===== config.mk =====
export PLATFORM = sky130hd
export DESIGN_NAME = fetch_unit
export DESIGN_NICKNAME = d
export VERILOG_FILES = /design/src/rtl/rv32_pkg.sv /design/src/rtl/fetch_fifo.sv /design/src/rtl/fetch_unit.sv
export SDC_FILE = /design/constraint.sdc
export NUM_CORES = 1
export LEC_CHECK = 0
export BUFFER_PORTS_ARGS = -buffer_cell sky130_fd_sc_hd__buf_2
export CAP_MARGIN = 20
export CORE_UTILIZATION = 30
export DETAILED_ROUTE_END_ITERATION = 8
export PLACE_DENSITY = 0.45
export SLEW_MARGIN = 20
export SYNTH_ARGS = -nofsm -noshare
export SYNTH_HDL_FRONTEND = slang
export SYNTH_SLANG_ARGS = --single-unit

===== constraint.sdc =====
create_clock -name clk -period 16.9 [get_ports clk]
set_input_delay 2.535 -clock clk [delete_from_list [all_inputs] [get_ports clk]]
set_output_delay 2.535 -clock clk [all_outputs]
set_load 0.01 [all_outputs]

===== src/rtl/rv32_pkg.sv =====
// Shared RV32 definitions used by the fetch unit: widths, opcodes and the
// fetch-buffer entry layout.
package rv32_pkg;

    localparam int unsigned XLEN       = 32;
    localparam int unsigned ILEN       = 32;
    localparam int unsigned OPC_W      = 7;
    localparam int unsigned FIFO_DEPTH = 2;
    localparam int unsigned FIFO_CNT_W = 2;

    localparam logic [OPC_W-1:0] J_JAL = 7'b1101111;

    localparam logic [XLEN-1:0] PC_ALIGN_MASK = 32'hFFFF_FFFC;
    localparam logic [XLEN-1:0] PC_STEP       = 32'd4;

    // One decoded-stage entry: fetch address plus the instruction word
    typedef struct packed {
        logic [XLEN-1:0] pc;
        logic [ILEN-1:0] instr;
    } fetch_entry_t;

    // J-type immediate from instruction bits [31:12]
    function automatic logic [XLEN-1:0] jal_imm(input logic [19:0] upper);
        return {{12{upper[19]}}, upper[7:0], upper[8], upper[18:9], 1'b0};
    endfunction

endpackage


===== src/rtl/fetch_fifo.sv =====
// Two-entry FIFO with synchronous flush; head is always visible on pop_data.
module fetch_fifo
    import rv32_pkg::*;
#(
    parameter int unsigned WIDTH = 32
) (
    input  logic                  clk,
    input  logic                  rst,
    input  logic                  flush,
    input  logic                  push,
    input  logic [WIDTH-1:0]      push_data,
    input  logic                  pop,
    output logic [WIDTH-1:0]      pop_data,
    output logic [FIFO_CNT_W-1:0] count
);

    logic [WIDTH-1:0]      mem_q [FIFO_DEPTH];
    logic                  wr_ptr_q;
    logic                  rd_ptr_q;
    logic [FIFO_CNT_W-1:0] count_q;
    logic                  do_pop;
    logic                  do_push;

    // A pop frees the slot the push may land in, so full+pop+push is legal
    assign do_pop  = pop && (count_q != '0);
    assign do_push = push && ((count_q != FIFO_CNT_W'(FIFO_DEPTH)) || do_pop);

    // Storage, pointers and occupancy
    always_ff @(posedge clk or posedge rst) begin
        if (rst) begin
            for (int unsigned i = 0; i < FIFO_DEPTH; i++) begin
                mem_q[i] <= '0;
            end
            wr_ptr_q <= 1'b0;
            rd_ptr_q <= 1'b0;
            count_q  <= '0;
        end else if (flush) begin
            wr_ptr_q <= 1'b0;
            rd_ptr_q <= 1'b0;
            count_q  <= '0;
        end else begin
            if (do_push) begin
                mem_q[wr_ptr_q] <= push_data;
                wr_ptr_q        <= ~wr_ptr_q;
            end
            if (do_pop) begin
                rd_ptr_q <= ~rd_ptr_q;
            end
            count_q <= count_q + FIFO_CNT_W'(do_push) - FIFO_CNT_W'(do_pop);
        end
    end

    assign pop_data = mem_q[rd_ptr_q];
    assign count    = count_q;

endmodule


===== src/rtl/fetch_unit.sv =====
// Instruction fetch: credit-limited request issue, in-flight address queue,
// two-entry output buffer, redirect flush with stale-response dropping.
// Optional build macro JAL_PREDECODE_EN: redirect on predecoded JAL responses.
module fetch_unit
    import rv32_pkg::*;
#(
    parameter logic [XLEN-1:0] RESET_PC = 32'h0000_0000
) (
    input  logic            clk,
    input  logic            rst,
    output logic            imem_req_valid,
    input  logic            imem_req_ready,
    output logic [XLEN-1:0] imem_req_addr,
    input  logic            imem_rsp_valid,
    input  logic [ILEN-1:0] imem_rsp_data,
    input  logic            redirect_valid,
    input  logic [XLEN-1:0] redirect_pc,
    output logic            if_valid,
    input  logic            if_ready,
    output logic [ILEN-1:0] if_instr,
    output logic [XLEN-1:0] if_pc
);

    localparam int unsigned ENTRY_W = $bits(fetch_entry_t);
    localparam int unsigned USE_W   = FIFO_CNT_W + 1;

    logic [XLEN-1:0]       pc_q;
    logic [FIFO_CNT_W-1:0] drop_q;
    logic [FIFO_CNT_W-1:0] aq_count;
    logic [FIFO_CNT_W-1:0] ob_count;
    logic [XLEN-1:0]       aq_head;
    logic [ENTRY_W-1:0]    ob_head_bits;
    fetch_entry_t          ob_head;
    fetch_entry_t          ob_push_data;
    logic [USE_W-1:0]      in_use_c;
    logic                  credit_free_c;
    logic                  rsp_fire_c;
    logic                  rsp_keep_c;
    logic                  pop_c;
    logic                  req_fire_c;
    logic                  jal_hit_c;
    logic [XLEN-1:0]       jal_target_c;

    // Responses only count when something is in flight; stale ones are dropped
    assign rsp_fire_c = imem_rsp_valid && (aq_count != '0);
    assign rsp_keep_c = rsp_fire_c && !redirect_valid && (drop_q == '0);
    assign pop_c      = if_valid && if_ready;

`ifdef JAL_PREDECODE_EN
    // Kept JAL responses steer fetch to their target (external redirect wins)
    assign jal_hit_c    = rsp_keep_c && (imem_rsp_data[OPC_W-1:0] == J_JAL);
    assign jal_target_c = aq_head + jal_imm(imem_rsp_data[31:12]);
`else
    assign jal_hit_c    = 1'b0;
    assign jal_target_c = aq_head;
`endif

    // Credit check on registered counts; a same-cycle pop frees one slot
    assign in_use_c      = USE_W'(aq_count) + USE_W'(ob_count) - USE_W'(pop_c);
    assign credit_free_c = (in_use_c < USE_W'(2));

    assign imem_req_valid = !rst && credit_free_c && !redirect_valid && !jal_hit_c;
    assign imem_req_addr  = pc_q;
    assign req_fire_c     = imem_req_valid && imem_req_ready;

    // Fetch pc and stale-response drop counter
    always_ff @(posedge clk or posedge rst) begin
        if (rst) begin
            pc_q   <= RESET_PC;
            drop_q <= '0;
        end else if (redirect_valid) begin
            pc_q   <= redirect_pc & PC_ALIGN_MASK;
            drop_q <= aq_count - FIFO_CNT_W'(rsp_fire_c);
        end else if (jal_hit_c) begin
            pc_q   <= jal_target_c & PC_ALIGN_MASK;
            drop_q <= aq_count - FIFO_CNT_W'(1);
        end else begin
            if (req_fire_c) begin
                pc_q <= pc_q + PC_STEP;
            end
            if (rsp_fire_c && (drop_q != '0)) begin
                drop_q <= drop_q - FIFO_CNT_W'(1);
            end
        end
    end

    // Addresses of accepted requests, retired in order by responses
    fetch_fifo #(
        .WIDTH (XLEN)
    ) u_addr_q (
        .clk       (clk),
        .rst       (rst),
        .flush     (1'b0),
        .push      (req_fire_c),
        .push_data (pc_q),
        .pop       (rsp_fire_c),
        .pop_data  (aq_head),
        .count     (aq_count)
    );

    assign ob_push_data.pc    = aq_head;
    assign ob_push_data.instr = imem_rsp_data;

    // Instructions waiting for decode
    fetch_fifo #(
        .WIDTH (ENTRY_W)
    ) u_out_buf (
        .clk       (clk),
        .rst       (rst),
        .flush     (redirect_valid),
        .push      (rsp_keep_c),
        .push_data (ob_push_data),
        .pop       (pop_c),
        .pop_data  (ob_head_bits),
        .count     (ob_count)
    );

    assign ob_head  = fetch_entry_t'(ob_head_bits);
    assign if_valid = (ob_count != '0);
    assign if_instr = ob_head.instr;
    assign if_pc    = ob_head.pc;

endmodule


==> metrics.md, run 1 <==
| Metric | Value |
|---|---|
| Post-synth top area share | `54.6%` |
| Initial antenna violation count | `0` |
| CTS tree | `yes` |
| Avg Cell Area, Syn | `12.1 um2` |
| Setup TNS | `0 ps` |
| TritonCTS Buffers | `27` |
| Clock buffer depth | `3` |
| Placer Congestion | `0.728` |
| Final Hold Vio Count | `0` |
| Top Ports | `168` |
| Number of flops mapped to enable cells by yosys | `0` |
| GRT Total Usage | `14.7%` |
| Clock network power share | `26.2%` |
| Reg power frac | `39.8%` |
| Number of fill cells | `3365` |
| Async set-reset flop share out of synthesis | `100%` |
| Critical Path Start | `if_ready` |
| Die height | `187 um` |
| Final Power | `2.07 mW` |
| Die area | `0.0349 mm2` |
| Worst Tran Pin Value | `1030 ps` |
| # DRC | `0` |
| Synth-to-layout area growth | `19.6%` |
| Critical Path Sink | `imem_req_valid` |
| Leading register cell type out of synthesis | `dfrtp_1` |
| Clock sinks | `224` |
| Startpoint Class | `primary input` |
| Final Max Tran Viols | `0` |
| #FFs+latches synth | `224` |
| Worst skew pair latency | `540 ps` |
| Net Switching | `0.692 mW` |
| R2r endpoint | `u_addr_q.mem_q[21]` |
| Drt total wl | `25.2 mm` |
| CP Cell Sequence | `buf_2, and2_1, ha_1, inv_1, nand2_1, fa_1, xor2_1, and3_1, buf_2` |
| Hold Path Class | `reg -> reg` |
| Largest net degree at the start of global routing | `99` |
| DP Wirelength | `16.0 mm` |
| Power Density | `169 mW/mm2` |
| R2R Setup Slk | `12690 ps` |
| Min cycle time layout | `6720 ps` |
| Most instantiated cells after synthesis | `dfrtp_1 (224), mux2_2 (167), nand2_1 (67)` |
| Total congestion overflow | `0` |
| Top-count cell post-synth | `dfrtp_1` |
| IO Port Bufs | `161` |
| Maximum VDD drop | `87.3 uV` |
| Synth Cell Area | `0.0103 mm2` |
| Starting density of the core | `30.5%` |
| Crit Path Max Fanout | `3` |
| Vias in the first global route | `7061` |
| Wire length of the first global-routing pass | `41.1 mm` |
| Top cells by area, synth | `dfrtp_1 (55%), mux2_2 (18%), mux2i_1 (3.1%)` |
| Worst-path clk slew | `50 ps` |
| Max-cap violations | `0` |
| WL/cell | `17.2 um` |
| Synth warn | `0` |
| Via density per instance | `4.72` |
| H-tree depth | `1` |
| Crit-path most repeated cell | `buf_2` |
| Critical R2R Launch | `u_out_buf.count[1]` |
| ANT nets after route | `0` |
| Worst Reg2Reg Path Length in Cells | `12` |
| Post-CTS Resized | `0` |
| RSZ-0062 raised after global routing | `false` |
| Skew final | `18.5 ps` |
| Die Span X | `187 um` |
| Inserted Diodes | `0` |
| Tcrit/Tclk final | `39.8%` |
| Layout cells sized above 1 | `39.0%` |
| Setup violators final | `0` |
| Status | `finished clean` |
| Nets | `1071` |
| Fmax | `149 MHz` |
| Core area | `0.0336 mm2` |
| Yosys cell types | `50` |
| Vias after detailed routing | `6880` |
| Critical path type | `in -> out` |
| Drt first pass iters | `4` |
| Comb power frac | `34.1%` |
| Synth Instances | `847` |
| Worst EP arrival | `4180 ps` |
| Number of post-CTS setup repair buffers | `0` |
| Register area share after synthesis | `54.6%` |
| Int Pwr | `1.38 mW` |
| Switching share of power | `33.4%` |
| Crit. End Element | `primary output` |
| Row Count | `67` |
| CP max-delay cell | `fa_1` |
| Relative slew slack | `31.4%` |
| Root Driver | `clkbuf_16` |
| Initial detailed-routing violation count | `260` |
| Critical Path RT | `14370 ps` |
| Static leakage | `5.79 nW` |
| Cell taking the most area after synthesis | `dfrtp_1` |
| Largest stage delay, worst path | `380 ps` |
| Cts hold-fix bufs | `0` |
worst min-delay path by stage:
| stage | startpoint | endpoint | slack (ps) | depth (start not counted) |
|---|---|---|---|---|
| 6_report | u_out_buf.mem_q[47] | u_out_buf.mem_q[47] | 470 | 2 |
| 5_1_grt | u_out_buf.mem_q[62] | u_out_buf.mem_q[62] | 490 | 2 |
| 4_1_cts | u_out_buf.mem_q[63] | u_out_buf.mem_q[63] | 480 | 2 |
| 3_5_place_dp | u_out_buf.mem_q[39] | u_out_buf.mem_q[39] | 460 | 2 |
| 3_3_place_gp | u_out_buf.mem_q[38] | u_out_buf.mem_q[38] | 460 | 2 |
| 2_1_floorplan | u_out_buf.mem_q[34] | u_out_buf.mem_q[34] | 440 | 2 |
power by group through the flow:
stage	Sequential, mW	Combinational (mW)	Clock, mW
after CTS	0.823	0.724	0.567
after detailed placement	0.832	0.720	0
final	0.823	0.705	0.541
after floorplan	0.792	0.503	0
after global placement	0.829	0.712	0
after global routing	0.849	0.780	0.593
layout make-up:
class,instances,area (um2),area share (%)
timing repair buffer,171,881,7.18
clock inverter,7,41.3,0.337
multi-input combinational,552,4320,35.2
sequential,224,5610,45.7
tap,448,561,4.57
clock buffer,41,788,6.43
inverter,16,67.6,0.551
state kept, by name, summed over array words and instances, names as in the netlist:
signal	cells
u_out_buf.wr_ptr_q	1
u_out_buf.mem_q	124
u_addr_q.rd_ptr_q	1
u_addr_q.wr_ptr_q	1
u_out_buf.rd_ptr_q	1
u_addr_q.count	2
imem_req_addr	30
u_addr_q.mem_q	60
u_out_buf.count	2
drop_q	2
worst max-delay path: cells and delay by family:
kind	cells	cell delay [ps]
adders and majority gates	2	660
and+or+nand+nor	3	430
buffers and inverters	3	310
xor gates and xnor gates	1	240
cell usage in the layout, fill, tap and decap left out, types with 10 or more instances in the layout:
master / n
nand4_1: 13
buf_4: 10
mux2_2: 167
nor2_1: 50
dfrtp_1: 223
o21ai_0: 52
a21oi_1: 37
buf_2: 161
clkbuf_16: 27
inv_1: 15
mux2i_1: 32
mux2_1: 20
nand3_1: 20
nand2_1: 65
routing by layer:
metal,share of wire (%),track usage [%],vias up
met5,0,0,-
met4,0.95,2.81,0
met3,4.9,3.08,22
met2,43,21.9,175
met1,52,21.8,3379
li1,-,-,3304
through the flow:
step / hold slack (ps) / setup slack [ps] / std cells / area (um2) / util (%)
2_1_floorplan: 444 / 8230 / 850 / 10300 / -
3_3_place_gp: 457 / 10170 / 1411 / 11400 / 34.0
3_5_place_dp: 464 / 10150 / 1411 / 11400 / 34.0
4_1_cts: 477 / 10150 / 1459 / 12300 / 36.5
5_1_grt: 489 / 10050 / 1459 / 12300 / 36.5
6_report: 471 / 10180 / 1459 / 12300 / 36.5
cells by family after synthesis:
logic type	synth area share [%]
AOI/OAI and AO/OA	7.20
xor gates and xnor gates	1.11
adders and majority gates	1.17
buffers and inverters	3.57
DFF	54.6
muxes	23.7
other	0.0366
and+or+nand+nor	8.61
(Power assumes the default switching activity.)
==> run 2, diff against run 1 <==
--- a/config.mk
+++ b/config.mk
@@ -9,7 +9,7 @@
 export CAP_MARGIN = 20
 export CORE_UTILIZATION = 30
 export DETAILED_ROUTE_END_ITERATION = 8
-export PLACE_DENSITY = 0.45
+export PLACE_DENSITY = 0.47
 export SLEW_MARGIN = 20
 export SYNTH_ARGS = -nofsm -noshare
 export SYNTH_HDL_FRONTEND = slang
==> constraint.sdc (replaced) <==
create_clock -name clk -period 5.65 [get_ports clk]
set_input_delay 0.8475 -clock clk [delete_from_list [all_inputs] [get_ports clk]]
set_output_delay 0.8475 -clock clk [all_outputs]
set_load 0.01 [all_outputs]
==> metrics.md, run 2 (synthesis results as in run 1) <==
| Metric | Value |
|---|---|
| Die height | `187 um (unchanged)` |
| CTS tree | `yes` |
| Final hold slack | `404 ps (-66.5 ps)` |
| Worst EP arrival | `4020 ps (-160 ps)` |
| Min cycle time layout | `3630 ps` |
| Max-cap violations | `0 (unchanged)` |
| Static leakage | `5.80 nW (+0.33%)` |
| Placer Congestion | `0.758 (+4.1%)` |
| Largest net degree at the start of global routing | `173 (+75%)` |
| H-tree depth | `1 (unchanged)` |
| Number of post-CTS setup repair buffers | `0 (unchanged)` |
| Relative slew slack | `36.6% (+5.2 points)` |
| Worst Reg2Reg Path Length in Cells | `13 (+1)` |
| IO Port Bufs | `161 (unchanged)` |
| Top Ports | `168 (unchanged)` |
| Inserted Diodes | `0 (unchanged)` |
| TritonCTS Buffers | `27 (unchanged)` |
| Crit. End Element | `flip-flop` |
| Worst-path clk slew | `60 ps (about the same)` |
| ANT nets after route | `0 (unchanged)` |
| Drt first pass iters | `5 (+1)` |
| Largest stage delay, worst path | `530 ps (+150 ps)` |
| RSZ-0062 raised after global routing | `false` |
| Wire length of the first global-routing pass | `40.3 mm (-2.0%)` |
| GRT Total Usage | `14.2% (-0.42 points)` |
| Critical Path RT | `6040 ps (-8330 ps)` |
| Root Driver | `clkbuf_16` |
| Initial detailed-routing violation count | `247 (-5.0%)` |
| Core area | `0.0336 mm2 (unchanged)` |
| Die Span X | `187 um (unchanged)` |
| CP Cell Sequence | `inv_1, nand2_1, and2_1, ha_1, inv_1, nand2_1, fa_1, xor2_1, nand4_2, buf_4, nor2_1, nand2_2, mux2_2` |
| Post-CTS Resized | `0 (unchanged)` |
| Critical path type | `reg -> reg` |
| Number of fill cells | `3399 (+1.0%)` |
| Starting density of the core | `30.5% (unchanged)` |
| Layout cells sized above 1 | `39.2% (+0.19 points)` |
| Vias after detailed routing | `6965 (+1.2%)` |
| WL/cell | `17.0 um (-1.7%)` |
| Drt total wl | `24.7 mm (-2.0%)` |
| Fmax | `276 MHz` |
| Nets | `1072 (+0.093%)` |
| Crit Path Max Fanout | `30 (+27)` |
| Max reg flops | `124 (unchanged)` |
| Final Max Tran Viols | `0 (unchanged)` |
| Cts hold-fix bufs | `0 (unchanged)` |
| Clock buffer depth | `3 (unchanged)` |
| Tcrit/Tclk final | `64.2%` |
| Setup TNS | `0 ps (unchanged)` |
| Vias in the first global route | `7048 (-0.18%)` |
| # DRC | `0 (unchanged)` |
| Worst Tran Pin Value | `951 ps (-75.3 ps)` |
| DP Wirelength | `15.7 mm (-2.0%)` |
| Most flops, register | `u_out_buf.mem_q` |
| Commonest non-fill, non-tap cell in the layout | `dfrtp_1` |
| Most frequent cells in the layout | `dfrtp_1 (223), mux2_2 (167), buf_2 (161)` |
| Row Count | `67 (unchanged)` |
| Total congestion overflow | `0 (unchanged)` |
| Initial antenna violation count | `0 (unchanged)` |
| Maximum VDD drop | `268 uV (+210%)` |
| Startpoint Class | `flip-flop` |
| Hold Path Class | `in -> async` |
| Setup violators final | `0 (unchanged)` |
| Skew final | `15.8 ps (-2.67 ps)` |
| Final Hold Vio Count | `0 (unchanged)` |
| Die area | `0.0349 mm2 (unchanged)` |
| Power Density | `508 mW/mm2 (+200%)` |
| CP max-delay cell | `nand2_2` |
| Clock sinks | `224 (unchanged)` |
| Via density per instance | `4.79 (+1.6%)` |
| Worst skew pair latency | `530 ps (about the same)` |
| Status | `finished clean` |
| Synth-to-layout area growth | `20.1%` |
==> run 2: cell count changes in the layout (fill, tap and decap cells not counted) <==
cell / delta
clkbuf_1: -5
bufinv_16: +3
buf_12: +2
clkbuf_8: -2
buf_4: -1
clkinv_2: -1
clkinvlp_4: +1
inv_6: -1
inv_8: -1
==> run 2: final timing paths <==
kind                                     start             endpoint  slack, ps
min in group clk           u_out_buf.mem_q[46]  u_out_buf.mem_q[46]        470
max                         u_out_buf.count[1]   u_addr_q.mem_q[16]       2020
min                                        rst    imem_req_addr[19]        400
max in group asynchronous                  rst  u_out_buf.mem_q[85]       3930
min reg2reg                u_out_buf.mem_q[46]  u_out_buf.mem_q[46]        470
max reg2reg                 u_out_buf.count[1]   u_addr_q.mem_q[16]       2020
==> run 2: metal layers <==
layer	GRT usage [%]	vias to the layer above	routed length (um)
li1	-	3308	-
met1	21.3	3446	12600
met2	21.5	180	10600
met3	2.23	31	1090
met4	3.37	0	424
met5	0	-	0
==> run 2: power breakdown <==
part           leakage (nW)  switching [mW]  total (mW)  internal [mW]
combinational          2.49            1.05        2.10           1.05
clock                 0.423           0.651        1.70           1.05
sequential             2.89           0.343        2.46           2.12
total                  5.80            2.04        6.26           4.22
==> run 2: critical path, delay by kind of cell (launching register included) <==
kind | cells | cell delay, ps
xor gates and xnor gates | 1 | 250
adders and majority gates | 2 | 640
buffers and inverters | 3 | 440
DFF | 1 | 410
muxes | 1 | 470
and+or+nand+nor | 6 | 1250
==> run 2: layout make-up <==
type                            instances  area (um2)  share of cell area, %
Tap cell                              448         561                   4.55
Clock buffer                           34         742                   6.02
Inverter                               16        63.8                  0.518
Clock inverter                          8         118                  0.954
Timing Repair Buffer                  172         913                   7.41
Multi-Input combinational cell        552        4320                   35.0
Sequential cell                       224        5610                   45.5
==> run 2: per-stage QoR <==
step / instance area [um2] / std cells / setup WS, ps / total power [mW] / utilization [%]
after floorplan: 10300 / 850 / 1880 / 3.87 / -
after global placement: 11500 / 1412 / 1660 / 4.60 / 34.1
after detailed placement: 11500 / 1412 / 1610 / 4.63 / 34.1
after CTS: 12300 / 1454 / 1950 / 6.39 / 36.7
after global routing: 12300 / 1454 / 1760 / 6.69 / 36.7
final: 12300 / 1454 / 2020 / 6.26 / 36.7
==> run 3, diff against run 2 <==
--- a/config.mk
+++ b/config.mk
@@ -5,11 +5,12 @@
 export SDC_FILE = /design/constraint.sdc
 export NUM_CORES = 1
 export LEC_CHECK = 0
+export ABC_AREA = 1
 export BUFFER_PORTS_ARGS = -buffer_cell sky130_fd_sc_hd__buf_2
 export CAP_MARGIN = 20
 export CORE_UTILIZATION = 30
 export DETAILED_ROUTE_END_ITERATION = 8
-export PLACE_DENSITY = 0.47
+export PLACE_DENSITY = 0.46
 export SLEW_MARGIN = 20
 export SYNTH_ARGS = -nofsm -noshare
 export SYNTH_HDL_FRONTEND = slang
==> constraint.sdc (replaced) <==
create_clock -name clk -period 3 [get_ports clk]
set_input_delay 0.45 -clock clk [delete_from_list [all_inputs] [get_ports clk]]
set_output_delay 0.45 -clock clk [all_outputs]
set_load 0.01 [all_outputs]
==> metrics.md, run 3 <==
| Metric | Value |
|---|---|
| Status | `finished, violations left` |
| Failing checks | `design-rule violations` |
| Min cycle time layout | `2860 ps` |
| Startpoint Class | `flip-flop` |
| Yosys cell types | `31 (-38%)` |
| Top Ports | `168 (unchanged)` |
| RSZ-0062 raised after global routing | `true` |
| Final Hold Vio Count | `0 (unchanged)` |
| Fmax | `350 MHz` |
| Int Pwr | `7.72 mW (+83%)` |
| Placer Congestion | `0.781 (+3.1%)` |
| Top cells by area, synth | `dfrtp_1 (51%), nand2_1 (24%), nand3_1 (5.9%)` |
| Reg power frac | `40.1% (+0.8 points)` |
| Row Count | `69 (+3.0%)` |
| Skew final | `21.6 ps (+5.84 ps)` |
| Synth-to-layout area growth | `19.7%` |
| Number of fill cells | `3909 (+15%)` |
| Most frequent cells in the layout | `nand2_1 (689), dfrtp_1 (223), buf_2 (161)` |
| Initial detailed-routing violation count | `560 (+130%)` |
| Placed Area | `0.0122 mm2 (+6.4%)` |
| Drt first pass iters | `7 (+2)` |
| Comb power frac | `34.9% (+1.4 points)` |
| Cell taking the most area after synthesis | `dfrtp_1` |
| WL/cell | `14.6 um (-14%)` |
| Clock buffer depth | `3 (unchanged)` |
| Final Max Tran Viols | `0 (unchanged)` |
| Inserted Diodes | `0 (unchanged)` |
| Core area | `0.0357 mm2 (+6.3%)` |
| Fin util | `36.7% (+0.071 points)` |
| Drt total wl | `30.7 mm (+24%)` |
| Worst-path clk slew | `60 ps (about the same)` |
| Largest net degree at the start of global routing | `79 (-54%)` |
| CTS tree | `yes` |
| Die Span X | `193 um (+3.4%)` |
| Commonest non-fill, non-tap cell in the layout | `nand2_1` |
| Critical Path RT | `2550 ps (-3490 ps)` |
| Setup TNS | `0 ps (unchanged)` |
| Starting density of the core | `30.7% (+0.17 points)` |
| Power Density | `962 mW/mm2 (+89%)` |
| Hold Path Class | `in -> reg` |
| GRT Total Usage | `16.5% (+2.2 points)` |
| IO Port Bufs | `161 (unchanged)` |
| Net Switching | `4.91 mW (+140%)` |
| Design area | `0.0131 mm2 (+6.5%)` |
| Worst EP arrival | `2410 ps (-1610 ps)` |
| Async set-reset flop share out of synthesis | `100% (unchanged)` |
| Maximum VDD drop | `421 uV (+57%)` |
| Worst Tran Pin Value | `611 ps (-340 ps)` |
| Critical path type | `reg -> out` |
| Synth Cell Area | `0.0110 mm2 (+6.9%)` |
| H-tree depth | `1 (unchanged)` |
| Synth Instances | `1471 (+74%)` |
| ANT nets after route | `0 (unchanged)` |
| Synth warn | `0 (unchanged)` |
| FF+latch area | `0.00561 mm2 (unchanged)` |
| Setup violators final | `0 (unchanged)` |
| Crit Path Max Fanout | `2 (-93%)` |
| Multi-input gate area | `0.00453 mm2 (+4.8%)` |
| Root Driver | `clkbuf_16` |
| # DRC | `7 (+7)` |
| TritonCTS Buffers | `27 (unchanged)` |
| Most instantiated cells after synthesis | `nand2_1 (694), dfrtp_1 (224), nand3_1 (130)` |
| Die area | `0.0373 mm2 (+6.8%)` |
| Number of flops mapped to enable cells by yosys | `0 (unchanged)` |
| Relative slew slack | `59.3% (+23 points)` |
| Crit. End Element | `primary output` |
| Die height | `193 um (+3.4%)` |
| Wire length of the first global-routing pass | `48.7 mm (+21%)` |
| Post-synth top area share | `51.1% (-3.5 points)` |
| Vias in the first global route | `8999 (+28%)` |
| Avg Cell Area, Syn | `7.46 um2 (-38%)` |
| Register area share after synthesis | `51.1% (-3.5 points)` |
| Nets | `1693 (+58%)` |
| Clock sinks | `224 (unchanged)` |
| Tcrit/Tclk final | `95.3%` |
| Layout cells sized above 1 | `15.9% (-23 points)` |
| Static leakage | `7.04 nW (+21%)` |
| Worst skew pair latency | `540 ps (about the same)` |
| Most flops, register | `u_out_buf.mem_q` |
| #FFs+latches synth | `224 (unchanged)` |
| Top-count cell post-synth | `nand2_1` |
| Via density per instance | `4.50 (-6.0%)` |
| Max-cap violations | `0 (unchanged)` |
| Vias after detailed routing | `9422 (+35%)` |
| DP Wirelength | `20.1 mm (+29%)` |
| Clock network power share | `25.0% (-2.2 points)` |
| R2R Setup Slk | `290 ps (-1730 ps)` |
| Total congestion overflow | `0 (unchanged)` |
| Switching share of power | `38.8% (+6.2 points)` |
| Initial antenna violation count | `0 (unchanged)` |
| Max reg flops | `124 (unchanged)` |
| Leading register cell type out of synthesis | `dfrtp_1` |
## run 3: cell count changes in the layout (fill, tap and decap cells not counted), moves of 19 or more
cell     delta
o21ai_0    +62
mux2_1     -20
nand2_1   +624
nand3_1   +110
a21oi_1    -36
mux2_2    -167
inv_1      +98
buf_4      +19
mux2i_1    -32
## run 3: metrics by stage
| step | cells | power (mW) | setup slack (ps) | hold slack [ps] |
|---|---|---|---|---|
| floorplan | 1474 | 7.79 | -374 | 449 |
| finish | 2093 | 12.6 | 140 | 128 |
| global route | 2093 | 13.7 | -24.5 | 124 |
| detailed placement | 2039 | 9.49 | 62.6 | 465 |
| global placement | 2039 | 9.42 | 118 | 456 |
| CTS | 2093 | 12.8 | 50.7 | 103 |
## run 3: worst max-delay path: stages (launching register included)
cell	delay, ps
dfrtp_1	380
inv_2	60
nand2_2	50
nand2_2	70
inv_2	50
ha_4	210
inv_2	60
nand2_2	50
fa_2	550
nand2_2	70
nor2_4	90
nand2_1	60
inv_1	60
buf_2	120
## run 3: repair_timing
action                                 4_1_cts  5_1_grt
cloned                                       0        0
endpoints found under the hold margin        6        0
hold buffers                                 1        0
gates resized for setup                      8        1
buffers inserted                             6        0
pin swaps                                    5        6
setup endpoints to repair                    1        4
## run 3: worst paths after layout
check / start / end / cells after the start
worst max-delay path: u_out_buf.count[1] / imem_req_valid / 13
worst min-delay path: redirect_pc[17] / imem_req_addr[17] / 3
worst max register to register: u_out_buf.count[1] / u_addr_q.mem_q[6] / 16
worst min register to register: u_addr_q.mem_q[48] / u_addr_q.mem_q[48] / 2
max in group asynchronous: rst / imem_req_addr[19] / 4
min in group asynchronous: rst / u_out_buf.wr_ptr_q / 3
## run 3: final cells by class
type / count / share of cell area [%]
well taps: 461 / 4.39
repair buffers: 194 / 8.43
flip-flops and latches: 224 / 42.7
multi-input cells: 1045 / 34.5
clock inverters: 7 / 0.505
inverters: 122 / 3.52
clock buffers: 40 / 5.98
## run 3: power by group through the flow
stage / Combinational, mW / Sequential [mW] / Clock [mW]
4_1_cts: 4.50 / 5.07 / 3.26
6_report: 4.41 / 5.07 / 3.15
3_5_place_dp: 4.37 / 5.11 / 0
2_1_floorplan: 2.92 / 4.88 / 0
3_3_place_gp: 4.33 / 5.09 / 0
5_1_grt: 5.05 / 5.22 / 3.37
## run 3: cells by family after synthesis
logic type | synth area share [%]
AOI/OAI and AO/OA | 6.81
xor gates and xnor gates | 0.878
adders and majority gates | 1.10
buffers and inverters | 8.09
DFF | 51.1
other | 0.0342
and+or+nand+nor | 32.0
## run 3: layer usage
| layer | global-route usage [%] | share of wire, % | routed length [um] |
|---|---|---|---|
| met1 | 24.1 | 50 | 15400 |
| met2 | 25.6 | 44 | 13400 |
| met3 | 2.35 | 4.3 | 1330 |
| met4 | 3.40 | 1.4 | 436 |
| met5 | 0 | 0 | 0 |
